--- src/rtl/seq_alu_if.sv ---
// Request/response bundle for seq_alu: valid/ready request carrying op and operands,
// valid/ready response carrying result and the illegal-op qualifier.
interface seq_alu_if #(
    parameter int XLEN = 32
);
    logic            in_valid;
    logic            in_ready;
    logic [4:0]      op;
    logic [XLEN-1:0] src_a;
    logic [XLEN-1:0] src_b;
    logic            out_valid;
    logic            out_ready;
    logic [XLEN-1:0] result;
    logic            illegal;

    modport master (
        output in_valid, op, src_a, src_b, out_ready,
        input  in_ready, out_valid, result, illegal
    );

    modport slave (
        input  in_valid, op, src_a, src_b, out_ready,
        output in_ready, out_valid, result, illegal
    );
endinterface

--- src/rtl/seq_alu.sv ---
// Sequential ALU, one op in flight: base ops 1 cycle; with SEQ_ALU_MULDIV_EN, MUL XLEN+1, DIV XLEN+2.
// Result holds in DONE until out_ready; in_ready is high only in IDLE, so a new request waits one cycle after handshake.
module seq_alu #(
    parameter int XLEN  = 32,
    parameter int CNT_W = $clog2(XLEN) + 1
) (
    input  logic     clk,
    input  logic     reset,
    seq_alu_if.slave bus
);
    localparam int SH_W = $clog2(XLEN);

    localparam logic [4:0] OP_ADD  = 5'd0;
    localparam logic [4:0] OP_SUB  = 5'd1;
    localparam logic [4:0] OP_SLL  = 5'd2;
    localparam logic [4:0] OP_SLT  = 5'd3;
    localparam logic [4:0] OP_SLTU = 5'd4;
    localparam logic [4:0] OP_XOR  = 5'd5;
    localparam logic [4:0] OP_SRL  = 5'd6;
    localparam logic [4:0] OP_SRA  = 5'd7;
    localparam logic [4:0] OP_OR   = 5'd8;
    localparam logic [4:0] OP_AND  = 5'd9;

    if (XLEN < 8 || XLEN > 64 || (XLEN % 2) != 0) begin : g_bad_xlen
        $error("seq_alu: XLEN must be even and within 8..64");
    end
    if (CNT_W < $clog2(XLEN + 1)) begin : g_bad_cnt_w
        $error("seq_alu: CNT_W too narrow to hold XLEN");
    end

    typedef enum logic [1:0] {
        ST_IDLE = 2'd0,
        ST_DONE = 2'd1
`ifdef SEQ_ALU_MULDIV_EN
        , ST_MUL = 2'd2,
        ST_DIV  = 2'd3
`endif
    } state_t;

    state_t          state;
    state_t          state_nx;
    logic [SH_W-1:0] shamt;
    logic [XLEN-1:0] base_res;
    logic            base_ok;

    assign bus.in_ready  = (state == ST_IDLE);
    assign bus.out_valid = (state == ST_DONE);

    always_comb begin
        base_res = '0;
        base_ok  = 1'b1;
        shamt    = bus.src_b[SH_W-1:0];
        case (bus.op)
            OP_ADD:  base_res = bus.src_a + bus.src_b;
            OP_SUB:  base_res = bus.src_a - bus.src_b;
            OP_SLL:  base_res = bus.src_a << shamt;
            OP_SLT:  base_res = {{(XLEN-1){1'b0}}, ($signed(bus.src_a) < $signed(bus.src_b))};
            OP_SLTU: base_res = {{(XLEN-1){1'b0}}, (bus.src_a < bus.src_b)};
            OP_XOR:  base_res = bus.src_a ^ bus.src_b;
            OP_SRL:  base_res = bus.src_a >> shamt;
            OP_SRA:  base_res = $signed(bus.src_a) >>> shamt;
            OP_OR:   base_res = bus.src_a | bus.src_b;
            OP_AND:  base_res = bus.src_a & bus.src_b;
            default: base_ok  = 1'b0;
        endcase
    end

`ifdef SEQ_ALU_MULDIV_EN
    localparam logic [4:0]      OP_MUL    = 5'd16;
    localparam logic [4:0]      OP_MULH   = 5'd17;
    localparam logic [4:0]      OP_MULHSU = 5'd18;
    localparam logic [XLEN-1:0] MOST_NEG  = {1'b1, {(XLEN-1){1'b0}}};

    logic [CNT_W-1:0]  cnt;
    logic              is_mul, is_div, div_signed, div_zero, div_ovf;
    logic              a_neg, b_neg, mul_a_signed;
    logic [XLEN-1:0]   a_mag, b_mag;
    logic [2*XLEN-1:0] acc, mcand, addend, acc_nx;
    logic [XLEN-1:0]   mplier, quo, rem, dvsr;
    logic              mul_b_signed, mul_hi, neg_q, neg_r, want_rem;
    logic [XLEN:0]     rem_sh, diff;

    assign is_mul       = (bus.op[4:2] == 3'b100);
    assign is_div       = (bus.op[4:2] == 3'b101);
    assign div_signed   = ~bus.op[0];
    assign a_neg        = bus.src_a[XLEN-1];
    assign b_neg        = bus.src_b[XLEN-1];
    assign mul_a_signed = (bus.op == OP_MULH) || (bus.op == OP_MULHSU);
    assign div_zero     = (bus.src_b == '0);
    assign div_ovf      = div_signed && (bus.src_a == MOST_NEG) && (bus.src_b == '1);
    assign a_mag        = (div_signed && a_neg) ? -bus.src_a : bus.src_a;
    assign b_mag        = (div_signed && b_neg) ? -bus.src_b : bus.src_b;

    // A signed multiplier's top bit carries weight -2^(XLEN-1), so the last step subtracts.
    assign addend = (mul_b_signed && cnt == CNT_W'(1)) ? -mcand : mcand;
    assign acc_nx = mplier[0] ? acc + addend : acc;
    assign rem_sh = {rem, quo[XLEN-1]};
    assign diff   = rem_sh - {1'b0, dvsr};
`endif

    always_ff @(posedge clk or posedge reset) begin
        if (reset) state <= ST_IDLE;
        else       state <= state_nx;
    end

    always_comb begin
        state_nx = state;
        case (state)
            ST_IDLE: begin
                if (bus.in_valid) begin
                    state_nx = ST_DONE;
`ifdef SEQ_ALU_MULDIV_EN
                    if (is_mul)                               state_nx = ST_MUL;
                    else if (is_div && !div_zero && !div_ovf) state_nx = ST_DIV;
`endif
                end
            end
`ifdef SEQ_ALU_MULDIV_EN
            ST_MUL: if (cnt == CNT_W'(1)) state_nx = ST_DONE;
            ST_DIV: if (cnt == '0)        state_nx = ST_DONE;
`endif
            ST_DONE: if (bus.out_ready) state_nx = ST_IDLE;
            default: state_nx = ST_IDLE;
        endcase
    end

    always_ff @(posedge clk or posedge reset) begin
        if (reset) begin
            bus.result  <= '0;
            bus.illegal <= 1'b0;
        end else begin
            case (state)
                ST_IDLE: begin
                    if (bus.in_valid) begin
                        bus.result  <= base_res;
                        bus.illegal <= ~base_ok;
`ifdef SEQ_ALU_MULDIV_EN
                        if (is_mul || is_div) bus.illegal <= 1'b0;
                        // Degenerate divides resolve at acceptance; op[1] selects remainder.
                        if (is_div && div_zero)
                            bus.result <= bus.op[1] ? bus.src_a : '1;
                        else if (is_div && div_ovf)
                            bus.result <= bus.op[1] ? '0 : MOST_NEG;
`endif
                    end
                end
`ifdef SEQ_ALU_MULDIV_EN
                ST_MUL: begin
                    if (cnt == CNT_W'(1))
                        bus.result <= mul_hi ? acc_nx[2*XLEN-1:XLEN] : acc_nx[XLEN-1:0];
                end
                ST_DIV: begin
                    if (cnt == '0)
                        bus.result <= want_rem ? (neg_r ? -rem : rem) : (neg_q ? -quo : quo);
                end
`endif
                default: ;
            endcase
        end
    end

`ifdef SEQ_ALU_MULDIV_EN
    always_ff @(posedge clk or posedge reset) begin
        if (reset) begin
            cnt          <= '0;
            acc          <= '0;
            mcand        <= '0;
            mplier       <= '0;
            mul_b_signed <= 1'b0;
            mul_hi       <= 1'b0;
            quo          <= '0;
            rem          <= '0;
            dvsr         <= '0;
            neg_q        <= 1'b0;
            neg_r        <= 1'b0;
            want_rem     <= 1'b0;
        end else begin
            case (state)
                ST_IDLE: begin
                    if (bus.in_valid && is_mul) begin
                        cnt          <= CNT_W'(XLEN);
                        acc          <= '0;
                        mcand        <= {{XLEN{mul_a_signed & a_neg}}, bus.src_a};
                        mplier       <= bus.src_b;
                        mul_b_signed <= (bus.op == OP_MULH);
                        mul_hi       <= (bus.op != OP_MUL);
                    end else if (bus.in_valid && is_div && !div_zero && !div_ovf) begin
                        cnt      <= CNT_W'(XLEN);
                        rem      <= '0;
                        quo      <= a_mag;
                        dvsr     <= b_mag;
                        neg_q    <= div_signed & (a_neg ^ b_neg);
                        neg_r    <= div_signed & a_neg;
                        want_rem <= bus.op[1];
                    end
                end
                ST_MUL: begin
                    acc    <= acc_nx;
                    mcand  <= mcand << 1;
                    mplier <= mplier >> 1;
                    cnt    <= cnt - CNT_W'(1);
                end
                ST_DIV: begin
                    // quo doubles as the dividend shifter; quotient bits enter at the bottom.
                    if (cnt != '0) begin
                        cnt <= cnt - CNT_W'(1);
                        quo <= {quo[XLEN-2:0], ~diff[XLEN]};
                        rem <= diff[XLEN] ? rem_sh[XLEN-1:0] : diff[XLEN-1:0];
                    end
                end
                default: ;
            endcase
        end
    end
`endif
endmodule

--- src/flat_wrapper.sv ---
// flat-port wrapper written by rule: the top's interface ports become plain ports
module seq_alu_flat 
#(
    parameter int XLEN  = 32,
    parameter int CNT_W = $clog2(XLEN) + 1
)
  (clk, reset, bus_in_valid, bus_op, bus_src_a, bus_src_b, bus_out_ready, bus_in_ready, bus_out_valid, bus_result, bus_illegal);
  seq_alu_if #(.XLEN(XLEN)) bus_i ();
  input  logic clk;
  input  logic reset;
  input wire logic [$bits(bus_i.in_valid)-1:0] bus_in_valid;
  input wire logic [$bits(bus_i.op)-1:0] bus_op;
  input wire logic [$bits(bus_i.src_a)-1:0] bus_src_a;
  input wire logic [$bits(bus_i.src_b)-1:0] bus_src_b;
  input wire logic [$bits(bus_i.out_ready)-1:0] bus_out_ready;
  output wire logic [$bits(bus_i.in_ready)-1:0] bus_in_ready;
  output wire logic [$bits(bus_i.out_valid)-1:0] bus_out_valid;
  output wire logic [$bits(bus_i.result)-1:0] bus_result;
  output wire logic [$bits(bus_i.illegal)-1:0] bus_illegal;
  assign bus_i.in_valid = bus_in_valid;
  assign bus_i.op = bus_op;
  assign bus_i.src_a = bus_src_a;
  assign bus_i.src_b = bus_src_b;
  assign bus_i.out_ready = bus_out_ready;
  assign bus_in_ready = bus_i.in_ready;
  assign bus_out_valid = bus_i.out_valid;
  assign bus_result = bus_i.result;
  assign bus_illegal = bus_i.illegal;
  seq_alu #(.XLEN(XLEN), .CNT_W(CNT_W)) u_core (.clk(clk), .reset(reset), .bus(bus_i));
endmodule
--- config.mk ---
export PLATFORM = sky130hd
export DESIGN_NAME = seq_alu_flat
export DESIGN_NICKNAME = d
export VERILOG_FILES = /design/src/rtl/seq_alu_if.sv /design/src/rtl/seq_alu.sv /design/src/flat_wrapper.sv
export SDC_FILE = /design/constraint.sdc
export NUM_CORES = 1
export LEC_CHECK = 0
export ABC_AREA = 1
export BUFFER_PORTS_ARGS = -buffer_cell sky130_fd_sc_hd__buf_2
export CELL_PAD_IN_SITES_DETAIL_PLACEMENT = 1
export CELL_PAD_IN_SITES_GLOBAL_PLACEMENT = 1
export CORE_ASPECT_RATIO = 1.75
export CORE_MARGIN = 8
export CORE_UTILIZATION = 32
export DETAILED_ROUTE_END_ITERATION = 12
export PLACE_DENSITY = 0.82
export SYNTH_ARGS = -nofsm -noshare
export SYNTH_HDL_FRONTEND = slang
export SYNTH_SLANG_ARGS = --single-unit
--- constraint.sdc ---
create_clock -name clk -period 1.1 [get_ports clk]
set_input_delay 0.11 -clock clk [delete_from_list [all_inputs] [get_ports clk]]
set_output_delay 0.11 -clock clk [all_outputs]
set_load 0.005 [all_outputs]
==> flow_summary.yaml, run 1 <==
status:
  status: "stopped before the end"
  haltStage: "5_1_grt"
  error: "[ERROR GRT-0232] Routing congestion too high. Check the congestion heatmap in the GUI."
synthesis:
  synth.top_cell.area_share_pct: 27.25
  syn_nets: 2400
  ys_async_sr_fraction_pct: 100.0
  yosysWarnings: 0
  ys_top_cells_by_count: "nand2_1, nand3_1, inv_1"
  synthCells: 2226
  avgSynthCellArea_um2: 5.068
  ys_top_cells_by_area: "nand2_1, nand3_1, ha_1"
  synth_cell_type_count: 39
  seq_area_frac_synth_pct: 7.542
  synth-edff-count: 0
  post-synth-top-count-cell: "nand2_1"
  syn-cell-area_um2: 11280
  yosys.area.top_type: "nand2_1"
  synth-seq-cells: 34
  ys.flop_type: "dfrtp_1"
timing:
  grt-worst-endpoint: "u_core.bus.result[18]$_DFFE_PP0P_/D"
  worstEpCategory: "sequential cell input"
clocking:
  clock-sinks: 34
  htree_levels: 2
  clk_path_buf_depth: 2
  numCtsBuffers: 5
  cts-root-buf: "clkbuf_16"
floorplanning:
  initial_utilization_pct: 32.27
  die_y_um: 264.4
  io_pins: 108
  rows: 91
  die_width_um: 157.9
place:
  io_buffers: 107
  finalWeightedCongestion: 1.046
  dp_hpwl_um: 67890
  dpl-instance-area_um2: 16680
  place_ws_ps: -1640
global_routing:
  grt_max_degree: 35
  grt_usage_pct: 70.32
  grt_overflow: 143
[logic make-up after synthesis]
group	Yosys count	synth area share [%]
DFF	34	7.542
adders and majority gates	101	11.34
buffers and inverters	397	14.37
AOI/OAI and AO/OA	209	10.37
and+or+nand+nor	1485	56.38
[metrics by stage]
step | util, % | std cells
after global placement | 47.71 | 3286
after CTS | 56.50 | 3354
after floorplan | - | 2226
after detailed placement | 47.71 | 3286
[repair_timing]
item,in CTS
setup buffers,60
resized for setup,691
endpoints found under the setup margin,34
endpoints found under the hold margin,34
gates cloned,0
pin swaps,164
hold buffers,1
[routing by layer]
metal | global-route usage (%) | GRT overflow
met5 | 30.37 | 2
met4 | 71.26 | 57
met3 | 57.19 | 2
met2 | 87.07 | 82
met1 | 67.03 | 0
==> run 2: changes to the inputs <==
--- a/config.mk
+++ b/config.mk
@@ -7,13 +7,10 @@
 export LEC_CHECK = 0
 export ABC_AREA = 1
 export BUFFER_PORTS_ARGS = -buffer_cell sky130_fd_sc_hd__buf_2
-export CELL_PAD_IN_SITES_DETAIL_PLACEMENT = 1
-export CELL_PAD_IN_SITES_GLOBAL_PLACEMENT = 1
-export CORE_ASPECT_RATIO = 1.75
 export CORE_MARGIN = 8
-export CORE_UTILIZATION = 32
+export CORE_UTILIZATION = 20
 export DETAILED_ROUTE_END_ITERATION = 12
-export PLACE_DENSITY = 0.82
+export PLACE_DENSITY_LB_ADDON = 0.15
 export SYNTH_ARGS = -nofsm -noshare
 export SYNTH_HDL_FRONTEND = slang
 export SYNTH_SLANG_ARGS = --single-unit
==> constraint.sdc (replaced) <==
create_clock -name clk -period 1.4 [get_ports clk]
set_input_delay 0.14 -clock clk [delete_from_list [all_inputs] [get_ports clk]]
set_output_delay 0.14 -clock clk [all_outputs]
set_load 0.005 [all_outputs]
==> run 2 against run 1 <==
The flow now finishes, with violations (setup timing). Synthesized area unchanged. Synthesized cell count is the same.
==> flow_summary.yaml, run 2 <==
cells_and_area:
  regMostFlops: "u_core.bus.result"
  nFillCells: 6011
  layout_common_cells: "nand2_1, buf_4, nand3_1"
  diodes: 0
  finish.utilization_pct: 39.08
  syn2layout_area_growth_pct: 94.23
  largest_registers: "u_core.bus.result: 32 flops, u_core.bus.illegal: 1 flops, u_core.state: 1 flops"
  drive_gt1_share_pct: 54.25
  largest_reg_flops: 32
  fin_nets: 3034
  final_common_cell: "nand2_1"
job:
  cap_violations: 0
power_and_ir_drop:
  p_int_mw: 5.214
  netSwitchingFraction_pct: 49.76
  share_comb_of_total_power_pct: 77.3
  clock_power_share_pct: 11.3
  cellLeakagePower_nw: 11.36
  power_density_nw_per_um2: 473.7
  switchingPower_mw: 5.165
  p_seq_share_pct: 11.3
  power_mw: 10.38
  ir_drop_mv: 0.4303
global_routing:
  use_met3_pct: 1.851
  grt_pass1_vias: 18009
  grt_pass1_wl_um: 113700
  met2_usage_pct: 41.14
  grt_overflow: 0
  grt_max_degree: 43
  busiest_layer: "met2"
  grt_usage_pct: 23.60
  antenna_found_initial: 1
  grtUsageMet1_pct: 30.68
clocking:
  cts-root-buf: "clkbuf_16"
  clock-sinks: 34
  numCtsBuffers: 5
  clk_pin_slew_ps: 50
  htree_levels: 2
  cts_tree: "done"
  clk_latency_ps: 290
  clk_path_buf_depth: 2
timing:
  rsz0062_at_grt: "yes"
  drv_slew: 0
  fin_crit_sh_pct: 130.1
  fmax_ghz: 0.5491
  period_minus_slack_ps: 1821
  hold_ws_ps: 46.40
  hold_viol: 0
  finalClockSkew_ps: 11.98
  worst_slack_ps: -421.1
  finalSetupTns_ps: -9941
  worstMarginPinSlew_ps: 493.6
  setup_viol: 32
  relSlewSlack_pct: 67.09
min_path:
  hold_start: "bus_out_ready"
  hold_path.class: "primary input to flop"
  hold_end: "u_core.state[0]"
  whs_path_depth: 2
synthesis:
  synth-edff-count: 0
  synth_cell_type_count: 39
  ys.flop_type: "dfrtp_1"
  synth.top_cell.area_share_pct: 27.25
  post-synth-top-count-cell: "nand2_1"
  ys_top_cells_by_area: "nand2_1, nand3_1, ha_1"
  avgSynthCellArea_um2: 5.068
  synthCells: 2226
  yosys.area.top_type: "nand2_1"
  ys_top_cells_by_count: "nand2_1, nand3_1, inv_1"
  synth-seq-cells: 34
  yosysWarnings: 0
  syn-cell-area_um2: 11280
  seq_area_frac_synth_pct: 7.542
  ys_async_sr_fraction_pct: 100.0
  syn_nets: 2400
route:
  vias_per_cell: 4.871
  drt_first_pass_iters: 7
  detail-route-antenna-nets: 0
  detail_route.wl_per_cell_um: 21.68
  drt-total-wl_um: 78410
  drc: 0
  vias: 17618
  first_iter_violations: 1096
setup_path:
  path_cells: "buf_12, buf_12, buf_12, buf_16, nand2_2, nand3_1, nand3_1, nand2_2, o211ai_1, nand4_1, o21ai_2, buf_6, nand2_1"
  path_delay_family: "buffers and inverters"
  cpPeakStageDelay_ps: 330
  critPathMaxFanout: 7
  cpMaxStageDelayCell: "o211ai_1"
  crit_path_frequent_cell: "buf_12"
  cp.required_ps: 1570
  cp_data_arrival_time_ps: 1990
  timing.rr.end: "u_core.bus.illegal"
  start_kind: "primary input"
  r2r_start: "u_core.state[0]"
  reg2reg_depth: 7
  endpoint_kind: "flop"
  critical_path_class: "primary input to flop"
  cp.buffers_inverters: 5
  r2r_slack_ps: 110
status:
  status: "finished, violations left"
  failed_checks: "setup timing"
floorplanning:
  io_pins: 108
  die_width_um: 253.5
  initial_utilization_pct: 20.12
  die_y_um: 253.5
  dieArea_um2: 64260
  rows: 87
  core-area_um2: 56060
place:
  finalWeightedCongestion: 0.9638
  io_buffers: 107
  dp_hpwl_um: 64470
run 2: cell counts after synthesis:
Identical to the previous run, type by type.
run 2: kinds of logic after synthesis:
family / count (synthesis) / share of synthesized area [%]
AOI/OAI and AO/OA: 209 / 10.37
adders and majority gates: 101 / 11.34
buffers and inverters: 397 / 14.37
DFF: 34 / 7.542
and+or+nand+nor: 1485 / 56.38
run 2: cell type report:
cell class | instances | area (um2) | area share, %
Sequential cell | 34 | 850.8 | 3.883
Timing Repair Buffer | 719 | 6138 | 28.02
Tap cell | 756 | 945.9 | 4.317
Clock buffer | 7 | 142.6 | 0.6510
Clock inverter | 1 | 5.005 | 0.02284
Inverter | 305 | 1272 | 5.807
Multi-Input combinational cell | 1795 | 12560 | 57.30
run 2: how the worst max path moves through the flow:
stage                        from  cells past startpoint  slack (ps)                     to
floorplan            bus_src_b[4]                     18        -440  u_core.bus.result[31]
global placement    bus_src_a[17]                     16       -1180  u_core.bus.result[22]
detailed placement   bus_src_a[9]                     15       -1170  u_core.bus.result[14]
CTS                  bus_src_a[0]                     17        -420  u_core.bus.result[12]
global route        bus_src_a[17]                     16        -490  u_core.bus.result[18]
finish               bus_src_b[0]                     13        -420  u_core.bus.result[12]
run 2: repair_timing:
item / in CTS / in global routing
hold buffers: 1 / 0
endpoints found under the setup margin: 33 / 33
resized for setup: 826 / 397
setup buffers: 43 / 24
hold endpoints to repair: 34 / 0
pin swaps: 211 / 225
gates cloned: 7 / 1
run 2: per-stage QoR:
stage	std cells	setup WS, ps	cell area [um2]
2_1_floorplan	2226	-439.4	11590
3_3_place_gp	3540	-1180	16780
3_5_place_dp	3540	-1168	16780
4_1_cts	3597	-417.6	20360
5_1_grt	3617	-490.6	21910
6_report	3617	-421.1	21910
run 2: power by group through the flow:
stage               sequential (mW)  combinational (mW)  clock (mW)
finish                         1.18                8.03        1.18
global route                   1.19                8.56        1.24
CTS                            1.18                7.26        1.20
detailed placement             1.20                5.79           0
global placement               1.20                5.80           0
floorplan                      1.18                2.71           0
run 2: layer usage:
layer	routed length, um	share of wire, %
met1	34030	43
met2	37600	48
met3	3632	4.6
met4	3141	4.0
met5	11	0.014
Power figures use the tool's default switching activity.
